**src/rtl/lpddr2_mem_bridge.sv**
```systemverilog
// lpddr2_mem_bridge
// Single-outstanding-transaction bridge from the CPU memory stage to the
// LPDDR2 controller user port. It latches one word read or write, runs the
// controller handshake, returns read data with a one-cycle cpu_done pulse,
// and aborts to an error completion if the controller stalls too long.
//
// Optional build macro: LPDDR2_LAST_READ_CACHE_EN
//   Adds a one-entry last-read cache. A read hit completes without touching
//   the LPDDR2 port.
//
// Ports:
//   clk, rst            bridge clock; asynchronous active-high reset
//   cpu_addr[29:0]      CPU word address (byte address [31:2])
//   cpu_wdata[31:0]     CPU write data
//   cpu_rreq, cpu_wreq  CPU read/write request, sampled in IDLE only
//   cpu_rdata[31:0]     registered read data, held until the next read completes
//   cpu_done            one-cycle completion pulse
//   busy                high in every state except IDLE
//   err                 sticky timeout/range error, cleared only by rst
//   lpddr2_address      controller word address
//   lpddr2_write_data   controller write data
//   lpddr2_read_data    controller read data
//   lpddr2_rreq/wreq    controller read/write request (registered, exclusive)
//   lpddr2_waitrequest  controller stall; request accepted when low
//   lpddr2_rdata_valid  controller read data strobe
module lpddr2_mem_bridge #(
  parameter int unsigned ADDR_W      = 27,
  parameter int unsigned TIMEOUT_CYC = 1024,
  parameter logic [31:0] ERR_RDATA   = 32'hDEAD_BEEF
) (
  input  logic              clk,
  input  logic              rst,
  input  logic [29:0]       cpu_addr,
  input  logic [31:0]       cpu_wdata,
  input  logic              cpu_rreq,
  input  logic              cpu_wreq,
  output logic [31:0]       cpu_rdata,
  output logic              cpu_done,
  output logic              busy,
  output logic              err,
  output logic [ADDR_W-1:0] lpddr2_address,
  output logic [31:0]       lpddr2_write_data,
  input  logic [31:0]       lpddr2_read_data,
  output logic              lpddr2_rreq,
  output logic              lpddr2_wreq,
  input  logic              lpddr2_waitrequest,
  input  logic              lpddr2_rdata_valid
);

  localparam int unsigned CNT_W = $clog2(TIMEOUT_CYC) + 1;

  typedef enum logic [2:0] {
    S_IDLE,
    S_RD_REQ,
    S_RD_WAIT,
    S_WR_REQ,
    S_DONE,
    S_ERR
  } state_t;

  state_t              r_state;
  state_t              w_next;

  logic [CNT_W-1:0]    r_cnt;
  logic [31:0]         r_rdata;
  logic                r_done;
  logic                r_busy;
  logic                r_err;
  logic [ADDR_W-1:0]   r_addr;
  logic [31:0]         r_wdata;
  logic                r_rreq;
  logic                r_wreq;
  logic                r_is_rd;

  logic                w_range_err;
  logic                w_timeout;
  logic                w_cache_hit;
  logic                w_capture;
  logic                w_err_is_rd;

  // Any address bit above the controller's word-address width is out of range
  assign w_range_err = (cpu_addr >> ADDR_W) != '0;
  assign w_timeout   = (r_cnt == CNT_W'(TIMEOUT_CYC - 1));

  // Read data is taken whenever a read-side state completes normally
  assign w_capture   = ((r_state == S_RD_REQ) || (r_state == S_RD_WAIT)) &&
                       (w_next == S_DONE);

  // A range error is detected in IDLE before the op type is latched
  assign w_err_is_rd = (r_state == S_IDLE) ? !cpu_wreq : r_is_rd;

  // State register
  always_ff @(posedge clk or posedge rst) begin
    if (rst) begin
      r_state <= S_IDLE;
    end else begin
      r_state <= w_next;
    end
  end

  // Next-state logic; completion and acceptance take priority over timeout
  always_comb begin
    w_next = r_state;
    case (r_state)
      S_IDLE: begin
        if (cpu_wreq) begin
          w_next = w_range_err ? S_ERR : S_WR_REQ;
        end else if (cpu_rreq) begin
          if (w_range_err) begin
            w_next = S_ERR;
          end else if (w_cache_hit) begin
            w_next = S_DONE;
          end else begin
            w_next = S_RD_REQ;
          end
        end
      end
      S_RD_REQ: begin
        if (!lpddr2_waitrequest) begin
          w_next = lpddr2_rdata_valid ? S_DONE : S_RD_WAIT;
        end else if (w_timeout) begin
          w_next = S_ERR;
        end
      end
      S_RD_WAIT: begin
        if (lpddr2_rdata_valid) begin
          w_next = S_DONE;
        end else if (w_timeout) begin
          w_next = S_ERR;
        end
      end
      S_WR_REQ: begin
        if (!lpddr2_waitrequest) begin
          w_next = S_DONE;
        end else if (w_timeout) begin
          w_next = S_ERR;
        end
      end
      S_DONE:  w_next = S_IDLE;
      S_ERR:   w_next = S_IDLE;
      default: w_next = S_IDLE;
    endcase
  end

  // Registered outputs are decoded from the next state so they line up with it
  always_ff @(posedge clk or posedge rst) begin
    if (rst) begin
      r_rreq  <= 1'b0;
      r_wreq  <= 1'b0;
      r_busy  <= 1'b0;
      r_done  <= 1'b0;
      r_err   <= 1'b0;
      r_addr  <= '0;
      r_wdata <= '0;
      r_is_rd <= 1'b0;
      r_rdata <= '0;
      r_cnt   <= '0;
    end else begin
      r_rreq <= (w_next == S_RD_REQ);
      r_wreq <= (w_next == S_WR_REQ);
      r_busy <= (w_next != S_IDLE);
      r_done <= (w_next == S_DONE) || (w_next == S_ERR);

      if (w_next == S_ERR) begin
        r_err <= 1'b1;
      end

      if ((r_state == S_IDLE) && (cpu_wreq || cpu_rreq)) begin
        r_addr  <= cpu_addr[ADDR_W-1:0];
        r_is_rd <= !cpu_wreq;
        if (cpu_wreq) begin
          r_wdata <= cpu_wdata;
        end
      end

      // Counter is zero in IDLE, so every request state starts from zero
      if ((r_state == S_RD_REQ) || (r_state == S_RD_WAIT) || (r_state == S_WR_REQ)) begin
        r_cnt <= r_cnt + CNT_W'(1);
      end else begin
        r_cnt <= '0;
      end

      if (w_capture) begin
        r_rdata <= lpddr2_read_data;
      end else if ((w_next == S_ERR) && w_err_is_rd) begin
        r_rdata <= ERR_RDATA;
      end else if ((r_state == S_IDLE) && (w_next == S_DONE)) begin
        r_rdata <= w_cache_data_sel();
      end
    end
  end

`ifdef LPDDR2_LAST_READ_CACHE_EN
  logic              r_cache_vld;
  logic [ADDR_W-1:0] r_cache_tag;
  logic [31:0]       r_cache_data;

  assign w_cache_hit = r_cache_vld && (r_cache_tag == cpu_addr[ADDR_W-1:0]);

  function automatic logic [31:0] w_cache_data_sel();
    return r_cache_data;
  endfunction

  // Last-read cache: fill on read completion, track same-address writes,
  // drop on any error
  always_ff @(posedge clk or posedge rst) begin
    if (rst) begin
      r_cache_vld  <= 1'b0;
      r_cache_tag  <= '0;
      r_cache_data <= '0;
    end else if (w_next == S_ERR) begin
      r_cache_vld <= 1'b0;
    end else if (w_capture) begin
      r_cache_vld  <= 1'b1;
      r_cache_tag  <= r_addr;
      r_cache_data <= lpddr2_read_data;
    end else if ((r_state == S_IDLE) && (w_next == S_WR_REQ) &&
                 (r_cache_tag == cpu_addr[ADDR_W-1:0])) begin
      r_cache_data <= cpu_wdata;
    end
  end
`else
  assign w_cache_hit = 1'b0;

  function automatic logic [31:0] w_cache_data_sel();
    return r_rdata;
  endfunction
`endif

  assign cpu_rdata         = r_rdata;
  assign cpu_done          = r_done;
  assign busy              = r_busy;
  assign err               = r_err;
  assign lpddr2_address    = r_addr;
  assign lpddr2_write_data = r_wdata;
  assign lpddr2_rreq       = r_rreq;
  assign lpddr2_wreq       = r_wreq;

endmodule

```
**config.mk**
```make
export PLATFORM = sky130hd
export DESIGN_NAME = lpddr2_mem_bridge
export DESIGN_NICKNAME = d
export VERILOG_FILES = /design/src/rtl/lpddr2_mem_bridge.sv
export SDC_FILE = /design/constraint.sdc
export NUM_CORES = 1
export LEC_CHECK = 0
export CAP_MARGIN = 20
export CORE_MARGIN = 5
export CORE_UTILIZATION = 42
export DETAILED_ROUTE_END_ITERATION = 7
export GPL_TIMING_DRIVEN = 0
export PLACE_DENSITY = 0.85
export SLEW_MARGIN = 20
export SYNTH_ARGS = -nofsm -noshare
export SYNTH_HDL_FRONTEND = slang
export SYNTH_SLANG_ARGS = --single-unit
export TNS_END_PERCENT = 1
```
**constraint.sdc**
```tcl
create_clock -name clk -period 3.8 [get_ports clk]
set_clock_uncertainty 0.2 [all_clocks]
set_input_delay 0.38 -clock clk [delete_from_list [all_inputs] [get_ports clk]]
set_output_delay 0.38 -clock clk [all_outputs]
set_load 0.02 [all_outputs]
```
==> results of run 1 <==
==> metrics by stage <==
stage / setup WS [ps] / TNS [ps] / util (%) / area, sq um
4_1_cts: 657.7 / 0 / 65.95 / 6839
3_5_place_dp: 471.0 / 0 / 64.14 / 6651
3_3_place_gp: -1160 / -128080 / 63.83 / 6619
5_1_grt: 386.9 / 0 / 65.95 / 6839
2_1_floorplan: 289.3 / 0 / - / 4497
6_report: 803.5 / 0 / 65.95 / 6839
==> worst max-delay path by stage <==
stage / start / endpoint / slack [ps] / depth (start not counted)
finish: r_state[2] / cpu_rdata[4] / 800 / 8
floorplan: rst / busy / 290 / 1
global route: r_state[2] / cpu_rdata[20] / 390 / 8
detailed placement: cpu_wreq / cpu_rdata[17] / 470 / 7
CTS: r_state[2] / cpu_rdata[4] / 660 / 8
global placement: rst / lpddr2_address[17] / -1160 / 2
==> final cells by class <==
type                    instances  area (sq um)  share of cell area [%]
multi-input cells             195          1575                   23.03
repair buffers                196          1979                   28.94
flip-flops and latches        111          2778                   40.61
clock inverters                 5         46.29                  0.6769
inverters                       7         31.28                  0.4574
well taps                     136         170.2                   2.488
plain buffers                  25         117.6                   1.720
clock buffers                  11         141.4                   2.067
==> flip-flops by register name, summed over array words and instances, names as in the netlist <==
signal and flops:
lpddr2_address 27, lpddr2_write_data 32, r_is_rd 1, lpddr2_rreq 1
busy 1, r_state 3, cpu_done 1, cpu_rdata 32
err 1, lpddr2_wreq 1, r_cnt 11
==> per-layer routing <==
| metal | share of wire (%) | up-vias |
|---|---|---|
| met5 | 0 | - |
| met4 | 1.6 | 0 |
| met3 | 8.0 | 13 |
| met2 | 50 | 131 |
| met1 | 40 | 1673 |
| li1 | - | 1620 |
==> power groups by stage <==
stage	combinational (mW)	clock, mW	sequential (mW)
after floorplan	1.07	0	2.59
after global placement	3.01	0	1.97
after detailed placement	3.08	0	2.00
after CTS	3.09	0.709	1.98
after global routing	3.25	0.750	2.04
final	3.05	0.682	1.98
==> cell usage in the layout, fill, tap and decap left out, types with 3 or more instances in the layout <==
cell type and n:
and3_1 10, a2bb2oi_1 24, clkbuf_1 17, o21bai_1 3
buf_2 7, nor3_1 4, xnor2_1 4, nand2_1 4
xor2_1 5, a31o_2 3, mux2_2 59, clkbuf_8 10
inv_1 6, inv_6 5, dfrtp_1 111, clkdlybuf4s50_1 195
nand3_1 5, a21oi_1 27, nor2_1 19, a31o_1 6
==> logic make-up after synthesis <==
group / count (synthesis)
xor+xnor: 9
flops: 111
mux: 59
compound gates: 70
buf+inv: 32
simple gates: 56
fa+ha+maj: 1
==> worst register-to-register path, cell delays in order, from the launching register on <==
cell and delay [ps]:
dfrtp_1 340, clkbuf_1 290, or3_1 160, buf_2 160, o21bai_1 110, nor4_1 800, nand2_1 270, clkbuf_1 300
a31o_1 280
==> results.sh, run 1 <==
export IMPL_syn_num_nets=439
export IMPL_crit_fanout=10
export IMPL_end_kind="flop"
export IMPL_yosysMostFrequentCell="dfrtp_1"
export IMPL_comb_power_share_pct=53.4
export IMPL_cts_sink_count=111
export IMPL_antenna_diode_count=0
export IMPL_final_cells=686
export IMPL_ys_warn_count=0
export IMPL_max_cap_viol_count=0
export IMPL_wire_per_inst_um=17.09
export IMPL_worst_slew_pin_slew_ps=915.3
export IMPL_critPathArrivalTime_ps=3050
export IMPL_critPathKind="reg -> reg"
export IMPL_dp_cells=670
export IMPL_syn_cell_area_sq_um=4497
export IMPL_startpoint_type="flop"
export IMPL_ant_nets=0
export IMPL_power_internal_mw=3.549
export IMPL_switchingPower_mw=2.156
export IMPL_yosys_area_share_simple_pct=6.733
export IMPL_ys_flop_type="dfrtp_1"
export IMPL_gr_usage_met3_pct=5.464
export IMPL_syn2layout_area_growth_pct=52.09
export IMPL_core_area_sq_um=10370
export IMPL_netlist_instances=338
export IMPL_antenna_found_initial=0
export IMPL_n_fill_cell=788
export IMPL_worst_r2r_cell_count=8
export IMPL_track_usage_pct=18.13
export IMPL_setup_viol=0
export IMPL_power_density_nw_per_um2=834.1
export IMPL_initial_utilization_pct=43.36
export IMPL_relSlewSlack_pct=38.42
export IMPL_crit_family="simple AND/OR/NAND/NOR gates"
export IMPL_grt_max_degree=83
export IMPL_max_clock_freq_mhz=333.7
export IMPL_cts_resized_gates=0
export IMPL_row_count=37
export IMPL_hp_class="in -> async"
export IMPL_drc_errors=0
export IMPL_hold_viol=0
export IMPL_grt_pass1_vias=3714
export IMPL_hold_ws_ps=168.9
export IMPL_finalCriticalPeriod_ps=2997
export IMPL_slowest_stage="nor4_1"
export IMPL_rrSetupSlack_ps=800
export IMPL_io_buffers=195
export IMPL_io_pins=196
export IMPL_dr_total_vias=3437
export IMPL_clockPowerShare_pct=12.0
export IMPL_die_w_um=113.5
export IMPL_clkLatencyLatePin_ps=350
export IMPL_clkTransAtPathRegs_ps=110
export IMPL_vdd_drop_max_uv=485.2
export IMPL_p_leak_nw=2.831
export IMPL_slew_viol_final=0
export IMPL_routed_wl_um=11720
export IMPL_viasPerCell=5.010
export IMPL_fp_dieArea_sq_um=12880
export IMPL_ys_types=34
export IMPL_synth_compound_area_share_pct=11.49
export IMPL_cts_hold_buf=0
export IMPL_critical_path_cell_chain="clkbuf_1, or3_1, buf_2, o21bai_1, nor4_1, nand2_1, clkbuf_1, a31o_1"
export IMPL_required_ps=3850
export IMPL_muxShareOfSynthArea_pct=14.77
export IMPL_cts_tree="done"
export IMPL_grt_busiest_layer="met2"
export IMPL_grt_use_met2_pct=31.65
export IMPL_dpl_hpwl_um=9020
export IMPL_critPathBufInv=3
export IMPL_h_tree_depth=3
export IMPL_drt_first_pass_iters=4
export IMPL_synth_xor_area_share_pct=1.753
export IMPL_async_reset_ff_share_pct=100.0
export IMPL_status="completed"
export IMPL_synth_edf_count=0
export IMPL_num_nets_final=646
export IMPL_synth_area_top_cells="dfrtp_1 62%, mux2_2 15%, a2bb2oi_1 4.7%"
export IMPL_root_buffer="clkbuf_8"
export IMPL_rr_startpoint="r_state[2]"
export IMPL_grt_pass1_wl_um=18760
export IMPL_drive_above_1_share_pct=16.73
export IMPL_rsz0062_at_grt="no"
export IMPL_die_y_um=113.5
export IMPL_syn_area_per_cell_sq_um=13.30
export IMPL_grt_met1_usage_pct=21.54
export IMPL_fin_crit_sh_pct=78.86
export IMPL_grt_ovfl_total=0
export IMPL_numCtsBuffers=9
export IMPL_switching_share_pct=37.79
export IMPL_power_mw=5.705
export IMPL_cpPeakStageDelay_ps=800
export IMPL_yosysTopAreaCell="dfrtp_1"
export IMPL_synth_adder_area_share_pct=0.2782
export IMPL_gp_congestion=0.7846
export IMPL_netlist_top_cells_count="111 x dfrtp_1, 59 x mux2_2, 27 x a21oi_1"
export IMPL_post_cts_buffers=0
export IMPL_r2r_end="cpu_rdata[4]"
export IMPL_synth_top_area_share_pct=61.77
export IMPL_cpMostUsedCell="clkbuf_1"
export IMPL_dr_first_iter_drc_count=115
export IMPL_ys_ff_latch=111
export IMPL_synth_seq_area_share_pct=61.77
export IMPL_synth_top_family_by_area="multiplexers"
export IMPL_p_seq_share_pct=34.7
export IMPL_clk_path_buf_depth=2
Note: power is estimated with default switching activity, not from simulation.
==> run 2: changes to the inputs <==
- clock period: 3.8 -> 3.15 ns (I/O delays scaled with it)
==> run 2 against run 1 <==
Net effect: highest routed layer unchanged; die area is the same; core utilization up 0.51 points; register-to-register slack lost 520 ps.
==> results.sh, run 2 (synthesized netlist as in run 1, its figures left out) <==
export IMPL_grt_max_degree=35
export IMPL_status="completed"
export IMPL_num_nets_final=648
export IMPL_clkTransAtPathRegs_ps=120
export IMPL_ant_nets=0
export IMPL_max_clock_freq_mhz=348.4
export IMPL_die_y_um=113.5
export IMPL_die_w_um=113.5
export IMPL_cts_resized_gates=0
export IMPL_antenna_found_initial=0
export IMPL_cts_sink_count=111
export IMPL_viasPerCell=5.045
export IMPL_seqCellArea_sq_um=2778
export IMPL_syn2layout_area_growth_pct=53.26
export IMPL_drt_first_pass_iters=4
export IMPL_dpl_hpwl_um=9527
export IMPL_relSlewSlack_pct=52.37
export IMPL_clkLatencyLatePin_ps=360
export IMPL_n_fill_cell=811
export IMPL_multi_input_area_sq_um=1588
export IMPL_worst_slew_pin_slew_ps=711.8
export IMPL_root_buffer="clkbuf_8"
export IMPL_required_ps=3200
export IMPL_row_count=37
export IMPL_wire_per_inst_um=17.53
export IMPL_cts_tree="done"
export IMPL_clk_path_buf_depth=2
export IMPL_vdd_drop_max_uv=553.0
export IMPL_grt_pass1_vias=3790
export IMPL_h_tree_depth=3
export IMPL_grt_ovfl_total=0
export IMPL_rsz0062_at_grt="no"
export IMPL_dr_total_vias=3471
export IMPL_critPathArrivalTime_ps=2920
export IMPL_place_ws_ps=-47.00
export IMPL_final_common_cell="clkdlybuf4s50_1"
export IMPL_p_leak_nw=2.844
export IMPL_end_kind="flop"
export IMPL_power_density_nw_per_um2=1005
export IMPL_startpoint_type="flop"
export IMPL_initial_utilization_pct=43.36
export IMPL_drive_above_1_share_pct=17.57
export IMPL_numCtsBuffers=9
export IMPL_hold_viol=0
export IMPL_setup_viol=0
export IMPL_drc_errors=0
export IMPL_cts_hold_buf=0
export IMPL_gp_congestion=0.7938
export IMPL_critPathKind="reg -> reg"
export IMPL_fin_ws_ps=279.8
export IMPL_finalCriticalPeriod_ps=2870
export IMPL_crit_fanout=10
export IMPL_routed_wl_um=12060
export IMPL_io_buffers=195
export IMPL_fin_crit_sh_pct=91.12
export IMPL_dr_first_iter_drc_count=149
export IMPL_rrSetupSlack_ps=280
export IMPL_max_cap_viol_count=0
export IMPL_most_common_layout_cells="195 x clkdlybuf4s50_1, 111 x dfrtp_1, 59 x mux2_2"
export IMPL_grt_pass1_wl_um=19500
export IMPL_hold_ws_ps=101.1
export IMPL_slew_viol_final=0
export IMPL_power_mw=6.925
export IMPL_hp_class="in -> async"
export IMPL_track_usage_pct=18.97
export IMPL_antenna_diode_count=0
export IMPL_core_area_sq_um=10370
export IMPL_io_pins=196
export IMPL_fp_dieArea_sq_um=12880
export IMPL_post_cts_buffers=0
## run 2: layer usage
metal  part of all wire (%)  vias to the layer above  GRT usage (%)
li1                       -                     1620              -
met1                     38                     1705          22.20
met2                     52                      134          32.78
met3                    8.3                       12          7.480
met4                    1.5                        0          4.487
met5                      0                        -              0
## run 2: worst max-delay path, stage by stage, from the launching register on
cell and delay (ps):
dfrtp_1 410, ha_1 230, nand2_1 140, nor4_2 420, o22a_1 240, clkbuf_1 350, nand2_1 200, clkbuf_1 290
a31o_1 290
## run 2: final cells by class
| class | instances | area share, % |
|---|---|---|
| clock inverter | 6 | 0.8533 |
| timing repair buffer | 198 | 29.19 |
| inverter | 7 | 0.4357 |
| tap | 136 | 2.469 |
| buffer | 25 | 1.707 |
| sequential | 111 | 40.30 |
| multi-input combinational | 195 | 23.04 |
| clock buffer | 10 | 1.997 |
## run 2: report_power, final
group          total [mW]  internal, mW  leakage [nW]  switching (mW)
Combinational        3.70          1.90          1.43            1.80
Sequential           2.38          2.06          1.31           0.324
Clock               0.843         0.333        0.0993           0.510
Total                6.93          4.29          2.84            2.63
## run 2: stage by stage
step           TNS [ps]  instance area [sq um]  std cells  utilization [%]
2_1_floorplan         0                   4501        338                -
3_3_place_gp          0                   6623        669            63.86
3_5_place_dp     -229.7                   6683        672            64.44
4_1_cts               0                   6879        688            66.34
5_1_grt               0                   6892        688            66.46
6_report              0                   6892        688            66.46
## run 2: worst paths after layout
kind                                         endpoint     start  cells after the start
worst max-delay path                    cpu_rdata[17]  r_cnt[0]                      8
worst min-delay path             lpddr2_write_data[4]       rst                      2
worst max register to register          cpu_rdata[17]  r_cnt[0]                      8
worst min register to register                    err       err                      1
max in group asynchronous       lpddr2_write_data[17]       rst                      4
min in group clk                                  err       err                      1
